**src/rtl/text_banner_pkg.sv**
```systemverilog
// rtl/text_banner_pkg.sv - shared types and constants for the end-of-game banner overlay
package text_banner_pkg;

  typedef enum logic [1:0] {IDLE, REVEAL, SHOWN} banner_state_t;
  typedef enum logic {OUT_LOSE, OUT_WIN} outcome_t;

  localparam int LOSE_LEN = 5;
  localparam int WIN_LEN  = 7;
  localparam int GLYPH_W  = 8;
  localparam int GLYPH_H  = 16;

endpackage

```
**src/rtl/banner_msg_rom.sv**
```systemverilog
// rtl/banner_msg_rom.sv - ASCII code lookup for the banner messages
module banner_msg_rom
  import text_banner_pkg::*;
(
  input  outcome_t   outcome,
  input  logic [2:0] ci,
  output logic [7:0] code
);

  // Character table; positions past the message length read as blank (0x00)
  always_comb begin
    code = 8'h00;
    if (outcome == OUT_LOSE) begin
      case (ci)
        3'd0: code = 8'h4C;
        3'd1: code = 8'h75;
        3'd2: code = 8'h73;
        3'd3: code = 8'h65;
        3'd4: code = 8'h72;
        default: code = 8'h00;
      endcase
    end else begin
      case (ci)
        3'd0: code = 8'h57;
        3'd1: code = 8'h49;
        3'd2: code = 8'h4E;
        3'd3: code = 8'h52;
        3'd4: code = 8'h41;
        3'd5: code = 8'h52;
        3'd6: code = 8'h21;
        default: code = 8'h00;
      endcase
    end
  end

endmodule

```
**src/rtl/text_banner_ctrl.sv**
```systemverilog
// rtl/text_banner_ctrl.sv - reveal/blink sequencer and two-stage font pixel pipeline for the banner
module text_banner_ctrl
  import text_banner_pkg::*;
#(
  parameter logic [9:0] BANNER_X     = 10'd288,
  parameter logic [9:0] BANNER_Y     = 10'd232,
  parameter int         CHAR_FRAMES  = 4,
  parameter int         BLINK_FRAMES = 30
) (
  input  logic        Clk,
  input  logic        Reset_n,
  input  logic        didWin,
  input  logic        didLose,
  input  logic        clear,
  input  logic        frame_start,
  input  logic [9:0]  DrawX,
  input  logic [9:0]  DrawY,
  output logic [10:0] font_addr,
  input  logic [7:0]  font_data,
  output logic        banner_pix_on,
  output logic        banner_active,
  output logic        banner_done
);

  localparam logic [5:0] CHAR_CNT  = 6'(CHAR_FRAMES);
  localparam logic [5:0] BLINK_CNT = 6'(BLINK_FRAMES);

  banner_state_t state, nextState;
  outcome_t      outcome, nextOutcome;
  logic [2:0]    revealed, nextRevealed;
  logic [5:0]    frameCnt, nextFrameCnt;
  logic          blinkVis, nextBlinkVis;

  logic [2:0]    msgLen;
  logic [9:0]    relX, relY;
  logic          inBox, charLit, vis1;
  logic [7:0]    romCode, code;
  logic [2:0]    colQ;
  logic          vis1Q;

  assign msgLen = (outcome == OUT_WIN) ? 3'(WIN_LEN) : 3'(LOSE_LEN);

  // Sequencer state register
  always_ff @(posedge Clk or negedge Reset_n) begin
    if (!Reset_n) begin
      state    <= IDLE;
      outcome  <= OUT_LOSE;
      revealed <= 3'd0;
      frameCnt <= 6'd0;
      blinkVis <= 1'b1;
    end else begin
      state    <= nextState;
      outcome  <= nextOutcome;
      revealed <= nextRevealed;
      frameCnt <= nextFrameCnt;
      blinkVis <= nextBlinkVis;
    end
  end

  // Next-state: clear dominates everything; the outcome is only sampled from IDLE
  always_comb begin
    nextState    = state;
    nextOutcome  = outcome;
    nextRevealed = revealed;
    nextFrameCnt = frameCnt;
    nextBlinkVis = blinkVis;
    if (clear) begin
      nextState    = IDLE;
      nextOutcome  = OUT_LOSE;
      nextRevealed = 3'd0;
      nextFrameCnt = 6'd0;
      nextBlinkVis = 1'b1;
    end else begin
      case (state)
        IDLE: begin
          if (didLose | didWin) begin
            nextState    = REVEAL;
            nextOutcome  = didLose ? OUT_LOSE : OUT_WIN;
            nextRevealed = 3'd1;
            nextFrameCnt = 6'd0;
            nextBlinkVis = 1'b1;
          end
        end
        REVEAL: begin
          if (frame_start) begin
            if (frameCnt + 6'd1 == CHAR_CNT) begin
              nextFrameCnt = 6'd0;
              nextRevealed = revealed + 3'd1;
              if (revealed + 3'd1 == msgLen) nextState = SHOWN;
            end else begin
              nextFrameCnt = frameCnt + 6'd1;
            end
          end
        end
        SHOWN: begin
          if (frame_start) begin
            if (frameCnt + 6'd1 == BLINK_CNT) begin
              nextFrameCnt = 6'd0;
              nextBlinkVis = ~blinkVis;
            end else begin
              nextFrameCnt = frameCnt + 6'd1;
            end
          end
        end
        default: nextState = IDLE;
      endcase
    end
  end

  // Stage 1 geometry: underflow of relX/relY wraps large and falls outside the box
  assign relX = DrawX - BANNER_X;
  assign relY = DrawY - BANNER_Y;
  assign inBox = (relX < 10'(GLYPH_W) * {7'd0, msgLen}) && (relY < 10'(GLYPH_H));

  banner_msg_rom uMsgRom (
    .outcome (outcome),
    .ci      (relX[5:3]),
    .code    (romCode)
  );

  assign charLit = inBox && (state != IDLE) && (relX[9:3] < {4'd0, revealed})
                   && (romCode != 8'h00);
  assign code    = charLit ? romCode : 8'h00;
  assign vis1    = charLit && ((state != SHOWN) || blinkVis);

  // Stage 1 register: glyph row address plus the column/visibility that travel with it
  always_ff @(posedge Clk or negedge Reset_n) begin
    if (!Reset_n) begin
      font_addr <= 11'd0;
      colQ      <= 3'd0;
      vis1Q     <= 1'b0;
    end else begin
      font_addr <= {code[6:0], relY[3:0]};
      colQ      <= relX[2:0];
      vis1Q     <= vis1;
    end
  end

  // Stage 2 register: pick the glyph bit (bit 7 is leftmost) and decode state flags
  always_ff @(posedge Clk or negedge Reset_n) begin
    if (!Reset_n) begin
      banner_pix_on <= 1'b0;
      banner_active <= 1'b0;
      banner_done   <= 1'b0;
    end else begin
      banner_pix_on <= vis1Q & font_data[3'd7 - colQ];
      banner_active <= (state != IDLE);
      banner_done   <= (state == SHOWN);
    end
  end

endmodule

```
**config.mk**
```make
export PLATFORM = sky130hd
export DESIGN_NAME = text_banner_ctrl
export DESIGN_NICKNAME = d
export VERILOG_FILES = /design/src/rtl/text_banner_pkg.sv /design/src/rtl/banner_msg_rom.sv /design/src/rtl/text_banner_ctrl.sv
export SDC_FILE = /design/constraint.sdc
export NUM_CORES = 1
export LEC_CHECK = 0
export CORE_ASPECT_RATIO = 1.2
export CORE_MARGIN = 2
export CORE_UTILIZATION = 50
export CTS_CLUSTER_SIZE = 30
export DETAILED_ROUTE_END_ITERATION = 8
export PLACE_DENSITY = 0.87
export SETUP_SLACK_MARGIN = 0.3
export SLEW_MARGIN = 10
export SYNTH_ARGS = -nofsm -noshare
export SYNTH_HDL_FRONTEND = slang
export SYNTH_SLANG_ARGS = --single-unit
```
**constraint.sdc**
```tcl
create_clock -name Clk -period 2.9 [get_ports Clk]
set_input_delay 0.29 -clock Clk [delete_from_list [all_inputs] [get_ports Clk]]
set_output_delay 0.29 -clock Clk [all_outputs]
set_load 0.03 [all_outputs]
```
## After elaboration in Yosys (flattened, before gate mapping)

Index checks and enable logic that the tools add are counted.

| storage, ports and cells | value |
|---|---|
| bits in latches | 0 |
| memory bits (read-only) | 0 |
| flip-flop bits (word level) | 31 |
| logic and storage cells | 97 |
| memories kept | 0 |
| input bits | 34 |
| RAM bits | 0 |

| cells by class | value |
|---|---|
| shifts and indexed selects | 0 |
| reduce and logical (&&, ||, !) cells | 21 |
| mux-type cells | 34 |
| add/subtract/negate cells | 5 |
| multiply operators | 0 |
| $lt $le $gt $ge | 4 |
| bitwise logic cells | 3 |
| div/mod/pow operators | 0 |
| equal/unequal tests | 19 |

Operators with widths:

| cell | number |
|---|---|
| 7-bit one-hot mux with 6 select lines | 1 |
| 6-bit 2-to-1 mux | 6 |
| 7-bit one-hot mux with 5 select lines | 1 |
| 3-bit != test, second input constant | 6 |
| 6-bit one-hot mux with 3 select lines | 1 |
| 7-bit 2-to-1 mux | 2 |
| 2-bit 2-to-1 mux | 6 |
| 3-bit 2-to-1 mux | 4 |
| 4-bit AND reduction | 3 |
| 10-bit by 5-bit < comparator with 1-bit output, second input constant | 1 |
| 10-bit by 6-bit < comparator with 1-bit output | 1 |
| 10-bit by 8-bit subtractor with 10-bit output, second input constant | 1 |
| 10-bit by 9-bit subtractor with 10-bit output, second input constant | 1 |
| 3-bit equality test, second input constant | 3 |
| 1-bit 2-to-1 mux | 9 |
| 8-bit nonzero test | 1 |
| 7-bit by 3-bit < comparator with 1-bit output | 1 |
| 6-bit by 1-bit adder with 6-bit output, second input constant | 1 |
| 3-bit by 2-bit equality test with 1-bit output, second input constant | 2 |
| 6-bit by 3-bit equality test with 1-bit output, second input constant | 1 |
| 6-bit by 5-bit equality test with 1-bit output, second input constant | 1 |
| 2-bit one-hot mux with 3 select lines | 1 |
| 3-bit one-hot mux with 2 select lines | 1 |
| 2-bit nonzero test | 3 |
| other kinds (22) | 28 |

## Longest topological paths before layout

Gate-level depths: netlist of the first run.

| depth | value |
|---|---|
| depth in word-level cells | 8 |
| gate-level depth with buffers | 9 |
| mapped depth without buffers | 8 |

## By module

From an unflattened synthesis of the first run, not the netlist that was laid out.

| unflattened totals | value |
|---|---|
| cells, all modules | 195 |
| area total of the unflattened synthesis | 1913.1 µm² |

By module, submodules not included:

| module | seq. area each (µm²) | instances | cells each | area each (µm²) |
|---|---|---|---|---|
| text_banner_ctrl | 777.0 | 1 | 167 | 1720.4 |
| banner_msg_rom | 0.0 | 1 | 28 | 192.7 |

## Worst setup path after synthesis of the first run

No wires, ideal clock.

| timing path | value |
|---|---|
| kind | input -> register |
| start point | input DrawX[5] |
| end point | register font_addr[7] |
| arrival | 2017 ps |
| stages on the path | 7 |
| path slack | 777 ps |
| required time | 2793 ps |
| setup time | 107 ps |
| cell sequence | buf_2 -> inv_2 -> ha_1 -> or4b_1 -> a221oi_2 -> nand4_4 -> a2111oi_4 |

| between the ends | value |
|---|---|
| cells in the longest elaborated chain, start to end | 8 |

Ends and longest elaborated chain:

| what | RTL line | text |
|---|---|---|
| from (decl) | text_banner_ctrl.sv:16 | `input logic [9:0] DrawX,` |
| 10-bit by 9-bit subtractor with 10-bit output * | text_banner_ctrl.sv:111 | `assign relX = DrawX - BANNER_X;` |
| 3-bit by 2-bit equality test with 1-bit output or 3-bit equality test (tied branches) | banner_msg_rom.sv:14, banner_msg_rom.sv:23 |  |
| 2-bit OR reduction (no source line) | n/a |  |
| 7-bit one-hot mux with 6 select lines | banner_msg_rom.sv:23 | `case (ci)` |
| 7-bit 2-to-1 mux | banner_msg_rom.sv:13 | `if (outcome == OUT_LOSE) begin` |
| 8-bit nonzero test | text_banner_ctrl.sv:122 | `&& (romCode != 8'h00);` |
| 1-bit logical AND | text_banner_ctrl.sv:122 |  |
| 7-bit 2-to-1 mux * | text_banner_ctrl.sv:123 | `assign code = charLit ? romCode : 8'h00;` |
| via code[3] | text_banner_ctrl.sv:37 | `logic [7:0] romCode, code;` |
| to (signal assigned) | text_banner_ctrl.sv:133 | `font_addr <= {code[6:0], relY[3:0]};` |
| to (decl) | text_banner_ctrl.sv:18 | `output logic [10:0] font_addr,` |

The timed path passes the listed nets; every way through them passes the cells marked *.
A chain may end at the register's enable or synchronous reset.

## Worst setup path in the final report of the first run

| timing path | value |
|---|---|
| start point | register state[1] |
| end point | register frameCnt[4] |

| between the ends | value |
|---|---|
| cells in the longest elaborated chain, start to end | 3 |

Ends and longest elaborated chain:

| what | RTL line | text |
|---|---|---|
| from (decl) | text_banner_ctrl.sv:28 | `banner_state_t state, nextState;` |
| from (signal assigned) | text_banner_ctrl.sv:52 | `state <= nextState;` |
| 2-bit equality test (tied with other cells) | text_banner_ctrl.sv:74 | `case (state)` |
| 3-bit != test (no source line) (tied with other cells) | n/a |  |
| 4-bit AND reduction (no source line) or 6-bit 2-to-1 mux (tied branches) | n/a |  |
| to (signal assigned) | text_banner_ctrl.sv:55 | `frameCnt <= nextFrameCnt;` |
| to (decl) | text_banner_ctrl.sv:31 | `logic [5:0] frameCnt, nextFrameCnt;` |

Several ways; a longest one is shown, not always the timed one.

==> flow_metrics.py, run 1 <==
metrics = {
    "outcome": {
        "status": "finished clean",
    },
    "setup_path": {
        "arrival_ns": 2.58,
        "max_stage_delay_ns": 0.49,
        "crit_chain": "inv_1 > ha_1 > inv_1 > or3_1 > a31oi_1 > buf_4 > or3_1 > a211oi_1 > a211o_1",
        "worstPathRequired_ns": 3.07,
        "start_kind": "flip-flop",
        "critical_path_class": "flip-flop to flip-flop",
        "cp_max_fo": 12,
        "end_kind": "flip-flop",
        "slowest_stage": "or3_1",
    },
    "final_layout": {
        "antennaDiodeCount": 0,
        "drive_gt1_share_pct": 11.1,
        "syn_to_final_growth_pct": 31.5,
        "nets": 307,
        "nFillCells": 317,
    },
    "pwr": {
        "p_int_mw": 0.877,
        "switchingPower_mw": 0.561,
        "p_clk_share_pct": 23.3,
        "combPwrFrac_pct": 40.8,
        "p_sw_share_pct": 39.0,
        "vdd_ir_drop_max_uv": 269,
        "p_total_mw": 1.44,
        "power-per-cell-area_nw_per_um2": 547,
        "p_leak_nw": 1.13,
        "power_frac_seq_pct": 35.9,
    },
    "drt": {
        "initialDrtViolationCount": 100,
        "ant_nets": 0,
        "dr_total_vias": 1821,
        "remaining_drc_errors": 0,
        "vias_per_cell": 5.76,
        "drt-total-wl_um": 4750,
        "wl_per_cell_um": 15.0,
        "drtPass1Iterations": 4,
    },
    "yosys": {
        "netlist-cell-type-count": 52,
        "ys_warn_count": 0,
        "synth_nets": 256,
        "synth_ff_type": "dfrtp_1",
        "syn_avg_cell_area_um2": 9.52,
        "ys_ff_latch": 31,
        "syn-instance-count": 210,
        "synth_top_area_share_pct": 37.5,
        "syn_area_um2": 2000,
        "async_reset_ff_share_pct": 100,
        "synth_area_leaders": "dfrtp_1, ha_1, a21oi_1, nor2_1, inv_1",
        "synth_edf_count": 0,
        "yosys-top-cells-count": "dfrtp_1, nor2_1, inv_1",
        "post-synth-top-count-cell": "dfrtp_1",
        "yosys.area.top_type": "dfrtp_1",
        "ys_seq_area_share_pct": 38.9,
    },
    "floorplan": {
        "start_util_pct": 51.5,
        "core-area_um2": 3880,
        "die_x_um": 61.7,
        "die_h_um": 73.3,
        "io_pins": 48,
        "rows": 25,
        "die_area_um2": 4520,
    },
    "clocking": {
        "path_clk_slew_ns": 0.07,
        "root_buffer": "clkbuf_8",
        "max-clock-path-buffers": 2,
        "clk_latency_ns": 0.29,
        "cts_buffers": 5,
        "post_cts_buffers": 0,
        "cts_hold_buf": 0,
        "clock_sink_count": 31,
        "post_cts_resized": 0,
        "htree_levels": 2,
        "cts_tree": "done",
    },
    "place": {
        "portBuffers": 47,
        "place_congestion": 0.834,
        "dp.final_hpwl_um": 3540,
    },
    "timing": {
        "rsz0062_at_grt": "false",
        "hold_viol": 0,
        "setup_viol": 0,
        "fin_skew_ns": 0.00769,
        "timing.final.crit_share_pct": 83.1,
        "max_slew.worst_pin.slew_ns": 0.450,
        "maxSlewViolCount": 0,
        "maxSlewHeadroom_pct": 69.2,
        "finalSetupTns_ns": 0,
        "max_freq_mhz": 415,
        "min_period_ns": 2.41,
    },
    "global_route": {
        "track_usage_pct": 23.7,
        "grt_pass1_wl_um": 7950,
        "grt_pass1_vias": 1777,
        "grt_max_degree": 32,
        "grt_overflow": 0,
        "antenna_found_initial": 0,
    },
    "run": {
        "cap_violations": 0,
    },
    "min_path": {
        "min_path_type": "primary input to async pin",
    },
}
## flip-flops by register name, indices dropped and copies added, names as in the netlist
| register | cells |
|---|---|
| font_addr | 11 |
| frameCnt | 6 |
| colQ | 3 |
| revealed | 3 |
| state | 2 |
| banner_active | 1 |
| banner_done | 1 |
| banner_pix_on | 1 |
| blinkVis | 1 |
| outcome | 1 |
| vis1Q | 1 |
## layout by cell type, fill, tap and decap left out, types with 3 or more instances in the layout
master           instances
nor3_1                   7
a211oi_1                 5
a21oi_1                 15
a2111oi_0                3
nand3_1                  6
nand2_1                 12
dfrtp_1                 30
nor2b_1                  4
buf_4                    6
clkbuf_8                 5
or3_1                    4
clkdlybuf4s50_1         47
mux2i_1                  4
nor2_1                  19
ha_1                    12
inv_1                   16
o21ai_0                  6
nand2b_1                 6
a21o_1                   5
xnor2_1                  3
## final timing paths
| path | from | to | slack, ns | cells past startpoint |
|---|---|---|---|---|
| min in group Clk | DrawX[2] | colQ[2] | 0.43 | 1 |
| worst min register to register | vis1Q | banner_pix_on | 0.48 | 1 |
| max in group asynchronous | Reset_n | blinkVis | 2.19 | 2 |
| worst max register to register | state[1] | frameCnt[4] | 0.49 | 9 |
| worst max-delay path | state[1] | frameCnt[4] | 0.49 | 9 |
| worst min-delay path | Reset_n | revealed[1] | 0.39 | 2 |
## metrics by stage
step / setup WS [ns] / instance area (µm²) / hold WS, ns / std cells / util (%)
6_report: 0.489 / 2630 / 0.388 / 316 / 67.8
2_1_floorplan: 0.777 / 2000 / -0.00559 / 210 / -
5_1_grt: 0.375 / 2630 / 0.423 / 316 / 67.8
4_1_cts: 0.508 / 2630 / 0.399 / 316 / 67.8
3_5_place_dp: 0.338 / 2540 / 0.477 / 308 / 65.5
3_3_place_gp: 0.382 / 2540 / 0.451 / 308 / 65.5
## cell type report
type	instances	area (µm²)	share of cell area, %
clock buffers	5	68.8	2.62
flip-flops and latches	31	777	29.6
multi-input cells	152	1110	42.3
well taps	54	67.6	2.57
repair buffers	53	515	19.6
clock inverters	3	20.0	0.762
inverters	18	67.6	2.57
## worst max-delay path: cells and delay by family, from the launching register on
family / cells / cell delay (ns)
adder cells (fa/ha/maj): 1 / 0.31
buffers and inverters: 3 / 0.47
AND/OR/NAND/NOR: 2 / 0.61
AO/OA/AOI/OAI: 3 / 0.51
flip-flops: 1 / 0.38
## logic make-up (layout without fill, tap and decap cells)
kind of cell    after synthesis  in the layout  share of synthesized area (%)
flops                        31             31                           38.9
xor+xnor                      4              4                           1.75
compound gates               56             56                           21.2
buf+inv                      27             79                           5.51
simple gates                 74             74                           20.9
fa+ha+maj                    12             12                           7.51
mux                           6              6                           4.26
## power by group through the flow
| stage | Clock (mW) | Combinational [mW] | Sequential [mW] |
|---|---|---|---|
| after CTS | 0.344 | 0.584 | 0.517 |
| after floorplan | 0 | 0.356 | 0.550 |
| final | 0.335 | 0.586 | 0.517 |
| after global routing | 0.365 | 0.641 | 0.524 |
| after detailed placement | 0 | 0.573 | 0.525 |
| after global placement | 0 | 0.554 | 0.522 |
## metal layers
| metal | vias up | GRT usage, % | share of wire [%] |
|---|---|---|---|
| met2 | 63 | 41.3 | 54 |
| met1 | 876 | 27.3 | 38 |
| met5 | - | 0 | 0 |
| li1 | 871 | - | - |
| met3 | 11 | 4.75 | 5.6 |
| met4 | 0 | 10.4 | 2.2 |
No activity file was read; power rests on OpenSTA's default activity.
==> run 2: changes to the inputs <==
- CORE_UTILIZATION: 50 -> 45
- PLACE_DENSITY: 0.87 -> 0.83
- clock period: 2.9 -> 2.2 ns (I/O delays scaled with it)
==> flow_metrics.py, run 2 (same netlist as run 1, synthesis figures left out) <==
metrics = {
    "setup_path": {
        "r2r_slack_ns": 0.09,
        "worst_r2r_endpoint": "revealed[0]",
        "worstPathRequired_ns": 2.43,
        "start_kind": "flip-flop",
        "end_kind": "flip-flop",
        "slowest_stage": "dfrtp_1",
        "cp_max_fo": 8,
        "critPathTopFamily": "simple AND/OR/NAND/NOR gates",
        "crit_chain": "nor3_1 > nand3_1 > nand2_1 > a41oi_4 > buf_4 > a211oi_1 > a21o_1",
        "arrival_ns": 2.35,
        "path_buf_inv": 1,
        "critical_path_class": "flip-flop to flip-flop",
        "max_stage_delay_ns": 0.50,
        "rr_startpoint": "frameCnt[5]",
        "reg2reg_depth": 7,
    },
    "timing": {
        "worst_slack_ns": 0.0886,
        "setup_viol": 0,
        "maxSlewHeadroom_pct": 67.0,
        "hold_viol": 0,
        "max_slew.worst_pin.slew_ns": 0.495,
        "maxSlewViolCount": 0,
        "max_freq_mhz": 474,
        "timing.final.crit_share_pct": 96.0,
        "min_period_ns": 2.11,
        "fin_skew_ns": 0.00445,
        "rsz0062_at_grt": "true",
    },
    "global_route": {
        "global_route.usage.met3_pct": 5.87,
        "grt_max_degree": 32,
        "grt_pass1_vias": 1870,
        "antenna_found_initial": 0,
        "grt_use_met2_pct": 39.0,
        "track_usage_pct": 22.0,
        "grt_pass1_wl_um": 8550,
        "use_met1_pct": 24.2,
        "grt_most_used_layer": "met2",
        "grt_overflow": 0,
    },
    "drt": {
        "drtPass1Iterations": 5,
        "remaining_drc_errors": 0,
        "drt-total-wl_um": 6290,
        "ant_nets": 0,
        "initialDrtViolationCount": 117,
        "wl_per_cell_um": 17.5,
        "vias_per_cell": 5.84,
        "dr_total_vias": 2095,
    },
    "place": {
        "place_ws_ns": -0.164,
        "portBuffers": 47,
        "dp.final_hpwl_um": 3380,
        "place_congestion": 0.818,
    },
    "final_layout": {
        "nFillCells": 251,
        "antennaDiodeCount": 0,
        "regMostFlops": "font_addr",
        "nets": 348,
        "seqCellArea_um2": 782,
        "drive_gt1_share_pct": 37.6,
        "layout_commonest_cell": "clkdlybuf4s50_1",
        "largest_reg_flops": 11,
        "syn_to_final_growth_pct": 66.4,
        "final_cell_mix": "clkdlybuf4s50_1, buf_4, dfrtp_1",
        "multiInputGateArea_um2": 1440,
        "reg_top3": "font_addr (11), frameCnt (6)",
    },
    "outcome": {
        "status": "finished clean",
    },
    "floorplan": {
        "io_pins": 48,
        "rows": 26,
        "core-area_um2": 4260,
        "die_area_um2": 4990,
        "die_h_um": 77.0,
        "die_x_um": 64.9,
        "start_util_pct": 46.9,
    },
    "clocking": {
        "root_buffer": "clkbuf_8",
        "clock_sink_count": 31,
        "path_clk_slew_ns": 0.07,
        "cts_hold_buf": 0,
        "clk_latency_ns": 0.29,
        "cts_tree": "done",
        "cts_buffers": 5,
        "max-clock-path-buffers": 2,
        "htree_levels": 2,
    },
    "pwr": {
        "p_total_mw": 2.69,
        "vdd_ir_drop_max_uv": 628,
        "p_leak_nw": 1.40,
        "power-per-cell-area_nw_per_um2": 807,
    },
    "run": {
        "cap_violations": 0,
    },
    "min_path": {
        "min_path_type": "primary input to async pin",
    },
}
run 2: cell types whose count changed in the layout (fill, tap and decap cells not counted), sizes merged:
| cell | delta |
|---|---|
| dlygate4sd2 | +4 |
| inv | -1 |
| clkdlybuf4s50 | -4 |
| clkinvlp | -1 |
| clkbuf | +1 |
| buf | +41 |
| bufinv | +1 |
run 2: how the worst max path moves through the flow:
stage / startpoint / endpoint / slack [ns] / cells past startpoint
after floorplan: state[1] / frameCnt[2] / 0.30 / 9
after global placement: DrawX[5] / font_addr[9] / -0.11 / 8
after detailed placement: DrawX[5] / font_addr[6] / -0.16 / 7
after CTS: state[1] / font_addr[7] / 0.22 / 7
after global routing: frameCnt[5] / revealed[0] / 0.002 / 7
final: frameCnt[5] / revealed[0] / 0.09 / 7
run 2: timing repair:
item / 4_1_cts / 5_1_grt
setup buffers: 21 / 12
endpoints found under the setup margin: 17 / 17
hold endpoints to repair: 0 / 0
pin swaps: 18 / 15
resized for setup: 36 / 35
run 2: report_power, final:
part	switching [mW]	leakage (nW)	internal [mW]
Sequential	0.0548	0.400	0.635
Combinational	0.764	0.935	0.651
Clock	0.216	0.0612	0.366
Total	1.03	1.40	1.65
run 2: worst reg2reg max path: stages (launching register included):
cell,delay [ns]
dfrtp_1,0.50
nor3_1,0.35
nand3_1,0.23
nand2_1,0.32
a41oi_4,0.19
buf_4,0.17
a211oi_1,0.18
a21o_1,0.11
run 2: layout make-up:
type | count | area share (%)
multi-input combinational | 152 | 43.1
inverter | 18 | 2.22
timing repair buffer | 94 | 25.5
sequential | 31 | 23.5
clock buffer | 6 | 2.48
tap | 56 | 2.11
clock inverter | 2 | 1.05
run 2: per-layer routing:
layer  share of wire (%)  vias up
met1                  39     1010
met3                 6.5       26
met2                  50      109
li1                    -      950
met5                   0        -
met4                 3.6        0
run 2: per-stage QoR:
stage          util [%]  instances  hold WS (ns)  cell area (µm²)  TNS [ns]
2_1_floorplan         -        210       -0.0756             2040         0
3_3_place_gp       62.0        318         0.458             2640    -0.657
3_5_place_dp       62.0        318         0.476             2640    -0.938
4_1_cts            71.8        347         0.330             3060         0
5_1_grt            78.1        359         0.360             3330         0
6_report           78.1        359         0.314             3330         0
==> run 3: changes to the inputs <==
- CTS_CLUSTER_SIZE: 30 -> 14
==> results of run 3 <==
Final layout, timing and power as in run 2 (identical DEF).
